<file path="src/rtl/clause_check_sequencer_pkg.sv">
// Shared types and width helpers for the clause_check_sequencer block.
package clause_seq_pkg;

    typedef enum logic [2:0] {
        ST_IDLE   = 3'd0,
        ST_LOAD   = 3'd1,
        ST_FLUSH  = 3'd2,
        ST_SETTLE = 3'd3,
        ST_SAMPLE = 3'd4
    } seq_state_e;

    localparam int DEFAULT_SETTLE_CYCLES = 2;

    // One clause carries 2**index integer coefficients plus a constant term.
    function automatic int integer_width(input int var_index_bits, input int coeff_bits);
        return ((32'sd1 << var_index_bits) + 32'sd1) * coeff_bits;
    endfunction

    function automatic int boolean_width(input int var_index_bits, input int coeff_bits);
        return coeff_bits * (32'sd1 << var_index_bits);
    endfunction

endpackage

</file>
<file path="src/rtl/clause_check_sequencer_if.sv">
// Bus bundle between the sequencer (master), the formula memory and the checker.
interface clause_seq_if
    import clause_seq_pkg::*;
#(
    parameter int N  = 4,
    parameter int CI = 2,
    parameter int IW = integer_width(1, 4),
    parameter int BW = boolean_width(1, 2)
) ();
    logic          in_start_load;
    logic          in_start_eval;
    logic [N-1:0]  in_clause_mask;
    logic [CI-1:0] out_mem_addr;
    logic          out_mem_rd_en;
    logic [IW-1:0] in_mem_coefficients_integer;
    logic [BW-1:0] in_mem_coefficients_boolean;
    logic [IW-1:0] out_clause_coefficients_integer;
    logic [BW-1:0] out_clause_coefficients_boolean;
    logic [CI-1:0] out_clause_index;
    logic          out_clause_write;
    logic [N-1:0]  out_checker_enable;
    logic          in_satisfied;
    logic          out_busy;
    logic          out_done;
    logic          out_formula_satisfied;
    logic          out_loaded;

    modport master (
        input  in_start_load, in_start_eval, in_clause_mask,
        input  in_mem_coefficients_integer, in_mem_coefficients_boolean, in_satisfied,
        output out_mem_addr, out_mem_rd_en,
        output out_clause_coefficients_integer, out_clause_coefficients_boolean,
        output out_clause_index, out_clause_write, out_checker_enable,
        output out_busy, out_done, out_formula_satisfied, out_loaded
    );

    modport slave (
        output in_start_load, in_start_eval, in_clause_mask,
        output in_mem_coefficients_integer, in_mem_coefficients_boolean, in_satisfied,
        input  out_mem_addr, out_mem_rd_en,
        input  out_clause_coefficients_integer, out_clause_coefficients_boolean,
        input  out_clause_index, out_clause_write, out_checker_enable,
        input  out_busy, out_done, out_formula_satisfied, out_loaded
    );
endinterface

</file>
<file path="src/rtl/clause_check_sequencer_next_index.sv">
// Finds the lowest set mask bit at or above 'from'; found is low when none remain.
module clause_seq_next_index
    import clause_seq_pkg::*;
#(
    parameter int N  = 4,
    parameter int CI = 2
) (
    input  logic [N-1:0] mask,
    input  logic [CI:0]  from,
    output logic [CI:0]  idx,
    output logic         found
);
    localparam int AW = CI + 1;

    // Descending scan so the last hit written is the lowest qualifying index.
    always_comb begin
        idx   = {AW{1'b0}};
        found = 1'b0;
        for (int i = N - 1; i >= 0; i--) begin
            if (mask[i] && (AW'(i) >= from)) begin
                idx   = AW'(i);
                found = 1'b1;
            end else begin
                idx   = idx;
                found = found;
            end
        end
    end
endmodule

</file>
<file path="src/rtl/clause_check_sequencer.sv">
// Loads clause coefficients into the checker, settles it and samples the result.
// Optional feature: SEQ_SKIP_MASKED_CLAUSES_EN loads only clauses enabled in the mask.
module clause_check_sequencer
    import clause_seq_pkg::*;
#(
    parameter int MAXIMUM_BIT_WIDTH_OF_INTEGER_COEFFICIENT     = 4,
    parameter int MAXIMUM_BIT_WIDTH_OF_BOOLEAN_COEFFICIENT     = 2,
    parameter int MAXIMUM_BIT_WIDTH_OF_INTEGER_VARIABLE_INDEX  = 1,
    parameter int MAXIMUM_BIT_WIDTH_OF_BOOLEAN_VARIABLE_INDEX  = 1,
    parameter int MAXIMUM_BIT_WIDTH_OF_CLAUSES_INDEX           = 2,
    parameter int SETTLE_CYCLES                                = DEFAULT_SETTLE_CYCLES
) (
    input  logic         in_clk,
    input  logic         in_reset,
    clause_seq_if.master bus
);
    localparam int CI  = MAXIMUM_BIT_WIDTH_OF_CLAUSES_INDEX;
    localparam int N   = 1 << CI;
    localparam int AW  = CI + 1;
    localparam int IW  = integer_width(MAXIMUM_BIT_WIDTH_OF_INTEGER_VARIABLE_INDEX,
                                       MAXIMUM_BIT_WIDTH_OF_INTEGER_COEFFICIENT);
    localparam int BW  = boolean_width(MAXIMUM_BIT_WIDTH_OF_BOOLEAN_VARIABLE_INDEX,
                                       MAXIMUM_BIT_WIDTH_OF_BOOLEAN_COEFFICIENT);
    localparam int SCW = $clog2(SETTLE_CYCLES + 1);
    localparam int SETTLE_LAST = SETTLE_CYCLES - 1;
`ifdef SEQ_SKIP_MASKED_CLAUSES_EN
    localparam bit SKIP_EN = 1'b1;
`else
    localparam bit SKIP_EN = 1'b0;
`endif

    seq_state_e     state_r, state_d;
    logic [N-1:0]   mask_r, mask_d;
    logic [AW-1:0]  addr_cnt_r, addr_cnt_d;
    logic [SCW-1:0] settle_cnt_r, settle_cnt_d;
    logic           loaded_r, loaded_d;
    logic [N-1:0]   search_mask_s;
    logic [AW-1:0]  search_from_s;
    logic [AW-1:0]  next_idx_s;
    logic           next_found_s;
    logic           start_ok_s;
    logic           rd_en_r;
    logic           write_r;
    logic [CI-1:0]  wr_idx_r;
    logic [N-1:0]   enable_r;
    logic           busy_r;
    logic           done_r;
    logic           sat_r;

    // busy_r also covers the done cycle, so a start there is dropped too.
    assign start_ok_s = ~busy_r;

    // In IDLE the search seeds the first address from the incoming mask.
    assign search_mask_s = SKIP_EN ? ((state_r == ST_IDLE) ? bus.in_clause_mask : mask_r)
                                   : {N{1'b1}};
    assign search_from_s = (state_r == ST_IDLE) ? {AW{1'b0}} : (addr_cnt_r + AW'(32'd1));

    clause_seq_next_index #(.N(N), .CI(CI)) u_next_index (
        .mask  (search_mask_s),
        .from  (search_from_s),
        .idx   (next_idx_s),
        .found (next_found_s)
    );

    // State register.
    always_ff @(posedge in_clk) begin
        if (in_reset) begin
            state_r <= ST_IDLE;
        end else begin
            state_r <= state_d;
        end
    end

    // Next-state and datapath-control decisions.
    always_comb begin
        state_d      = state_r;
        mask_d       = mask_r;
        addr_cnt_d   = addr_cnt_r;
        settle_cnt_d = settle_cnt_r;
        loaded_d     = loaded_r;
        case (state_r)
            ST_IDLE: begin
                if (start_ok_s && bus.in_start_load) begin
                    mask_d       = bus.in_clause_mask;
                    loaded_d     = 1'b0;
                    settle_cnt_d = {SCW{1'b0}};
                    if (next_found_s) begin
                        addr_cnt_d = next_idx_s;
                        state_d    = ST_LOAD;
                    end else begin
                        addr_cnt_d = {AW{1'b0}};
                        state_d    = ST_SETTLE;
                    end
                end else if (start_ok_s && bus.in_start_eval && loaded_r) begin
                    mask_d       = bus.in_clause_mask;
                    settle_cnt_d = {SCW{1'b0}};
                    state_d      = ST_SETTLE;
                end else begin
                    state_d = ST_IDLE;
                end
            end
            ST_LOAD: begin
                if (next_found_s) begin
                    addr_cnt_d = next_idx_s;
                end else begin
                    state_d = ST_FLUSH;
                end
            end
            ST_FLUSH: begin
                settle_cnt_d = {SCW{1'b0}};
                state_d      = ST_SETTLE;
                if (SKIP_EN) begin
                    loaded_d = (mask_r == {N{1'b1}});
                end else begin
                    loaded_d = 1'b1;
                end
            end
            ST_SETTLE: begin
                if (settle_cnt_r == SCW'(SETTLE_LAST)) begin
                    state_d = ST_SAMPLE;
                end else begin
                    settle_cnt_d = settle_cnt_r + SCW'(32'd1);
                end
            end
            ST_SAMPLE: begin
                state_d = ST_IDLE;
            end
            default: begin
                state_d = ST_IDLE;
            end
        endcase
    end

    // Datapath registers and registered outputs.
    always_ff @(posedge in_clk) begin
        if (in_reset) begin
            mask_r       <= {N{1'b0}};
            addr_cnt_r   <= {AW{1'b0}};
            settle_cnt_r <= {SCW{1'b0}};
            loaded_r     <= 1'b0;
            rd_en_r      <= 1'b0;
            write_r      <= 1'b0;
            wr_idx_r     <= {CI{1'b0}};
            enable_r     <= {N{1'b0}};
            busy_r       <= 1'b0;
            done_r       <= 1'b0;
            sat_r        <= 1'b0;
        end else begin
            mask_r       <= mask_d;
            addr_cnt_r   <= addr_cnt_d;
            settle_cnt_r <= settle_cnt_d;
            loaded_r     <= loaded_d;
            rd_en_r      <= (state_d == ST_LOAD);
            write_r      <= (state_r == ST_LOAD);
            wr_idx_r     <= (state_r == ST_LOAD) ? addr_cnt_r[CI-1:0] : wr_idx_r;
            enable_r     <= ((state_d == ST_SETTLE) || (state_d == ST_SAMPLE)) ? mask_d : {N{1'b0}};
            busy_r       <= (state_d != ST_IDLE) || (state_r == ST_SAMPLE);
            done_r       <= (state_r == ST_SAMPLE);
            sat_r        <= (state_r == ST_SAMPLE) ? bus.in_satisfied : sat_r;
        end
    end

    // Memory data is already registered by the RAM; gating keeps idle outputs at zero.
    assign bus.out_clause_coefficients_integer = write_r ? bus.in_mem_coefficients_integer : {IW{1'b0}};
    assign bus.out_clause_coefficients_boolean = write_r ? bus.in_mem_coefficients_boolean : {BW{1'b0}};
    assign bus.out_mem_addr          = addr_cnt_r[CI-1:0];
    assign bus.out_mem_rd_en         = rd_en_r;
    assign bus.out_clause_index      = wr_idx_r;
    assign bus.out_clause_write      = write_r;
    assign bus.out_checker_enable    = enable_r;
    assign bus.out_busy              = busy_r;
    assign bus.out_done              = done_r;
    assign bus.out_formula_satisfied = sat_r;
    assign bus.out_loaded            = loaded_r;
endmodule

</file>
<file path="src/flat_wrapper.sv">
// flat-port wrapper written by rule: the top's interface ports become plain ports
module clause_check_sequencer_flat import clause_seq_pkg::*;
#(
    parameter int MAXIMUM_BIT_WIDTH_OF_INTEGER_COEFFICIENT     = 4,
    parameter int MAXIMUM_BIT_WIDTH_OF_BOOLEAN_COEFFICIENT     = 2,
    parameter int MAXIMUM_BIT_WIDTH_OF_INTEGER_VARIABLE_INDEX  = 1,
    parameter int MAXIMUM_BIT_WIDTH_OF_BOOLEAN_VARIABLE_INDEX  = 1,
    parameter int MAXIMUM_BIT_WIDTH_OF_CLAUSES_INDEX           = 2,
    parameter int SETTLE_CYCLES                                = DEFAULT_SETTLE_CYCLES
)
  (in_clk, in_reset, bus_in_start_load, bus_in_start_eval, bus_in_clause_mask, bus_in_mem_coefficients_integer, bus_in_mem_coefficients_boolean, bus_in_satisfied, bus_out_mem_addr, bus_out_mem_rd_en, bus_out_clause_coefficients_integer, bus_out_clause_coefficients_boolean, bus_out_clause_index, bus_out_clause_write, bus_out_checker_enable, bus_out_busy, bus_out_done, bus_out_formula_satisfied, bus_out_loaded);
  clause_seq_if bus_i ();
  input  logic in_clk;
  input  logic in_reset;
  input wire logic [$bits(bus_i.in_start_load)-1:0] bus_in_start_load;
  input wire logic [$bits(bus_i.in_start_eval)-1:0] bus_in_start_eval;
  input wire logic [$bits(bus_i.in_clause_mask)-1:0] bus_in_clause_mask;
  input wire logic [$bits(bus_i.in_mem_coefficients_integer)-1:0] bus_in_mem_coefficients_integer;
  input wire logic [$bits(bus_i.in_mem_coefficients_boolean)-1:0] bus_in_mem_coefficients_boolean;
  input wire logic [$bits(bus_i.in_satisfied)-1:0] bus_in_satisfied;
  output wire logic [$bits(bus_i.out_mem_addr)-1:0] bus_out_mem_addr;
  output wire logic [$bits(bus_i.out_mem_rd_en)-1:0] bus_out_mem_rd_en;
  output wire logic [$bits(bus_i.out_clause_coefficients_integer)-1:0] bus_out_clause_coefficients_integer;
  output wire logic [$bits(bus_i.out_clause_coefficients_boolean)-1:0] bus_out_clause_coefficients_boolean;
  output wire logic [$bits(bus_i.out_clause_index)-1:0] bus_out_clause_index;
  output wire logic [$bits(bus_i.out_clause_write)-1:0] bus_out_clause_write;
  output wire logic [$bits(bus_i.out_checker_enable)-1:0] bus_out_checker_enable;
  output wire logic [$bits(bus_i.out_busy)-1:0] bus_out_busy;
  output wire logic [$bits(bus_i.out_done)-1:0] bus_out_done;
  output wire logic [$bits(bus_i.out_formula_satisfied)-1:0] bus_out_formula_satisfied;
  output wire logic [$bits(bus_i.out_loaded)-1:0] bus_out_loaded;
  assign bus_i.in_start_load = bus_in_start_load;
  assign bus_i.in_start_eval = bus_in_start_eval;
  assign bus_i.in_clause_mask = bus_in_clause_mask;
  assign bus_i.in_mem_coefficients_integer = bus_in_mem_coefficients_integer;
  assign bus_i.in_mem_coefficients_boolean = bus_in_mem_coefficients_boolean;
  assign bus_i.in_satisfied = bus_in_satisfied;
  assign bus_out_mem_addr = bus_i.out_mem_addr;
  assign bus_out_mem_rd_en = bus_i.out_mem_rd_en;
  assign bus_out_clause_coefficients_integer = bus_i.out_clause_coefficients_integer;
  assign bus_out_clause_coefficients_boolean = bus_i.out_clause_coefficients_boolean;
  assign bus_out_clause_index = bus_i.out_clause_index;
  assign bus_out_clause_write = bus_i.out_clause_write;
  assign bus_out_checker_enable = bus_i.out_checker_enable;
  assign bus_out_busy = bus_i.out_busy;
  assign bus_out_done = bus_i.out_done;
  assign bus_out_formula_satisfied = bus_i.out_formula_satisfied;
  assign bus_out_loaded = bus_i.out_loaded;
  clause_check_sequencer #(.MAXIMUM_BIT_WIDTH_OF_INTEGER_COEFFICIENT(MAXIMUM_BIT_WIDTH_OF_INTEGER_COEFFICIENT), .MAXIMUM_BIT_WIDTH_OF_BOOLEAN_COEFFICIENT(MAXIMUM_BIT_WIDTH_OF_BOOLEAN_COEFFICIENT), .MAXIMUM_BIT_WIDTH_OF_INTEGER_VARIABLE_INDEX(MAXIMUM_BIT_WIDTH_OF_INTEGER_VARIABLE_INDEX), .MAXIMUM_BIT_WIDTH_OF_BOOLEAN_VARIABLE_INDEX(MAXIMUM_BIT_WIDTH_OF_BOOLEAN_VARIABLE_INDEX), .MAXIMUM_BIT_WIDTH_OF_CLAUSES_INDEX(MAXIMUM_BIT_WIDTH_OF_CLAUSES_INDEX), .SETTLE_CYCLES(SETTLE_CYCLES)) u_core (.in_clk(in_clk), .in_reset(in_reset), .bus(bus_i));
endmodule
</file>
<file path="config.mk">
export PLATFORM = sky130hd
export DESIGN_NAME = clause_check_sequencer_flat
export DESIGN_NICKNAME = d
export VERILOG_FILES = /design/src/rtl/clause_check_sequencer_pkg.sv /design/src/rtl/clause_check_sequencer_if.sv /design/src/rtl/clause_check_sequencer_next_index.sv /design/src/rtl/clause_check_sequencer.sv /design/src/flat_wrapper.sv
export SDC_FILE = /design/constraint.sdc
export NUM_CORES = 1
export LEC_CHECK = 0
export BUFFER_PORTS_ARGS = -buffer_cell sky130_fd_sc_hd__buf_2
export CORE_MARGIN = 2
export CORE_UTILIZATION = 46
export DETAILED_ROUTE_END_ITERATION = 6
export PLACE_DENSITY = 0.78
export SLEW_MARGIN = 30
export SYNTH_ARGS = -nofsm -noshare
export SYNTH_HDL_FRONTEND = slang
export SYNTH_HIERARCHICAL = 1
export SYNTH_SLANG_ARGS = --single-unit
</file>
<file path="constraint.sdc">
create_clock -name in_clk -period 2.2 [get_ports in_clk]
set_clock_uncertainty 0.05 [all_clocks]
set_input_delay 0.22 -clock in_clk [delete_from_list [all_inputs] [get_ports in_clk]]
set_output_delay 0.22 -clock in_clk [all_outputs]
set_load 0.1 [all_outputs]
</file>
==> flow_summary.json <==
{
  "status": "finished, final reports clean",
  "slowest_delay_ns": 0.42,
  "netlist_instances": 148,
  "synth_area_um2": 1250,
  "htreeDepth": 1,
  "cts_tree": "done",
  "grt_overflow": 0,
  "drc": 0,
  "clockPowerShare_pct": 10.2,
  "crit_required_ns": 2.41,
  "synth_ff_type": "dfxtp_1",
  "crit_type": "flop to flop",
  "grt_pass1_wl_mm": 5.09,
  "core_um2": 2520,
  "vias_per_cell": 5.34,
  "hold_ws_ns": 0.0991,
  "start_util_pct": 49.7,
  "gp_routability_congestion": 0.818,
  "io_buffers": 54,
  "multiInputGateArea_um2": 719,
  "cts-root-buf": "clkbuf_4",
  "end_kind": "flop",
  "min_period_ns": 2.12,
  "die_x_um": 56.2,
  "period_share_pct": 96.3,
  "p_switching_w": 0.00125,
  "cpMaxStageDelayCell": "or3b_1",
  "final_cell_mix": "buf_2, nor2_1, dfxtp_1",
  "path_clk_slew_ns": 0.13,
  "p_seq_share_pct": 27.2,
  "first_global_vias": 1197,
  "hpwl_mm": 2.25,
  "layout-drive-gt1-share_pct": 39.2,
  "synth-seq-area-share_pct": 38.3,
  "drt-initial-drc-count": 56,
  "powerDensity_nw_per_um2": 1410,
  "p_int_w": 0.000976,
  "nFillCells": 225,
  "async_flop_share_pct": 0,
  "grt_antenna_before_repair": 0,
  "cts_sinks": 24,
  "clkLatencyLatePin_ns": 0.31,
  "nets": 232,
  "slew_viol_final": 0,
  "setup_violations": 0,
  "ys_ff_latch": 24,
  "critical_path_arrival_ns": 2.33,
  "final_common_cell": "buf_2",
  "leakage_nw": 0.789,
  "firstDrtPassIters": 4,
  "die_h_um": 56.2,
  "path_cells": "ha_1 -> xnor2_1 -> nor2_2 -> nor2_1 -> o21ai_1 -> nand2_2 -> or3b_1 -> a21oi_1 -> a21oi_1 -> nor2_1",
  "yosys.cell_types.count": 37,
  "final_hold_viol_count": 0,
  "power_frac_comb_pct": 62.6,
  "cts_buffer_depth": 2,
  "grt_max_degree": 23,
  "cts_buffers": 3,
  "sw_frac_of_total_pct": 56.2,
  "area_growth_pct": 25.8,
  "crit_fanout": 6,
  "io_pins": 55,
  "maxSlewHeadroom_pct": 60.9,
  "via_count": 1249,
  "startpoint_type": "flop",
  "vdd_ir_drop_max_uv": 948,
  "ant_nets": 0,
  "max_freq_ghz": 0.472,
  "worstMarginPinSlew_ns": 0.586,
  "hold_buffers": 0,
  "die_area_um2": 3160,
  "synth_warnings": 6,
  "hp-class": "input port to flop",
  "synth_edf_count": 0,
  "cap_violations": 0,
  "wl_per_cell_um": 12.9,
  "post-route-util_pct": 62.5,
  "grt_usage_pct": 19.7,
  "routed_wl_mm": 3.01,
  "syn_avg_cell_area_um2": 8.47,
  "n_antenna_cell": 0,
  "regArea_um2": 480,
  "power_w": 0.00223,
  "rows": 18
}
==> power by group through the flow <==
stage	Clock, W	Sequential, W	Combinational, W
after floorplan	0	0.000895	0.000920
after global placement	0	0.000613	0.00134
after detailed placement	0	0.000618	0.00137
after CTS	0.000240	0.000608	0.00138
after global routing	0.000256	0.000625	0.00148
final	0.000228	0.000607	0.00140
==> final timing paths <==
kind | startpoint | end | slack (ns) | depth (start not counted)
hold / removal | bus_in_satisfied | u_core/bus.out_formula_satisfied$_SDFFE_PP0P_ | 0.1 | 3
setup reg to reg | u_core/addr_cnt_r[0]$_SDFFE_PP0P_ | u_core/state_r[1]$_SDFF_PP0_ | 0.08 | 10
hold reg to reg | u_core/bus.out_clause_index[1]$_SDFFE_PP0P_ | u_core/bus.out_clause_index[1]$_SDFFE_PP0P_ | 0.42 | 2
setup / recovery | u_core/addr_cnt_r[0]$_SDFFE_PP0P_ | u_core/state_r[1]$_SDFF_PP0_ | 0.08 | 10
==> worst max-delay path, delay by kind of cell, from the launching register on <==
family	cells	cell delay, ns
xor gates and xnor gates	1	0.13
DFF	1	0.37
adders and majority gates	1	0.22
and+or+nand+nor	5	0.88
AOI/OAI and AO/OA	3	0.41
==> metal layers <==
layer / global-route usage (%) / part of all wire [%] / vias up
met1: 20.4 / 37 / 571
met3: 4.65 / 9.7 / 8
met5: 0 / 0 / -
met2: 37.3 / 51 / 67
met4: 7.82 / 1.6 / 0
li1: - / - / 603
==> registers in the layout, indices dropped and copies added, names as in the netlist, 2 cells and up <==
name / count
u_core/addr_cnt_r: 3
u_core/bus.out_checker_enable: 4
u_core/bus.out_clause_index: 2
u_core/mask_r: 4
u_core/settle_cnt_r: 2
u_core/state_r: 3
==> what timing repair did <==
| item | CTS | global route |
|---|---|---|
| setup buffers | 0 | 0 |
| setup endpoints to repair | 0 | 6 |
| resized for setup | 0 | 3 |
==> cell families after synthesis <==
logic type,Yosys count,synth area share (%)
and+or+nand+nor,73,31.9
AOI/OAI and AO/OA,29,16.1
DFF,24,38.3
buffers and inverters,13,7.19
muxes,4,3.19
adders and majority gates,2,2.00
other,2,0.599
xor gates and xnor gates,1,0.699
==> layout make-up <==
cell class,count,share of cell area [%]
multi-input combinational,116,45.6
timing repair buffer,57,18.6
tap,30,2.38
inverter,3,0.714
clock buffer,4,2.30
sequential,24,30.5
==> through the flow <==
| stage | setup WS, ns | TNS (ns) | instances | cell area, um^2 |
|---|---|---|---|---|
| 2_1_floorplan | 0.0671 | 0 | 153 | 1280 |
| 3_3_place_gp | 0.262 | 0 | 230 | 1540 |
| 3_5_place_dp | 0.174 | 0 | 230 | 1540 |
| 4_1_cts | 0.113 | 0 | 234 | 1570 |
| 5_1_grt | -0.0268 | -0.0268 | 234 | 1580 |
| 6_report | 0.0805 | 0 | 234 | 1580 |
==> synth_stat cells (all sizes together) (2+ instances only) <==
cell type   n  area share, %
a21o        2            1.2
dfxtp      24             38
a21oi       7            3.1
ha          2            2.0
nor3        2            1.7
inv         3           0.90
a31oi       4            2.0
mux2i       4            3.2
nor3b       3            2.7
a22oi       9            5.4
nor2       27            8.3
nand2      11            3.3
nand3       4            1.6
buf         7            5.4
nor2b       4            2.2
conb        2           0.60
a21bo       2            1.6
and2       17            8.5
o21ai       2           0.80
clkbuf      3           0.90
No activity file was read; power rests on OpenSTA's default activity.
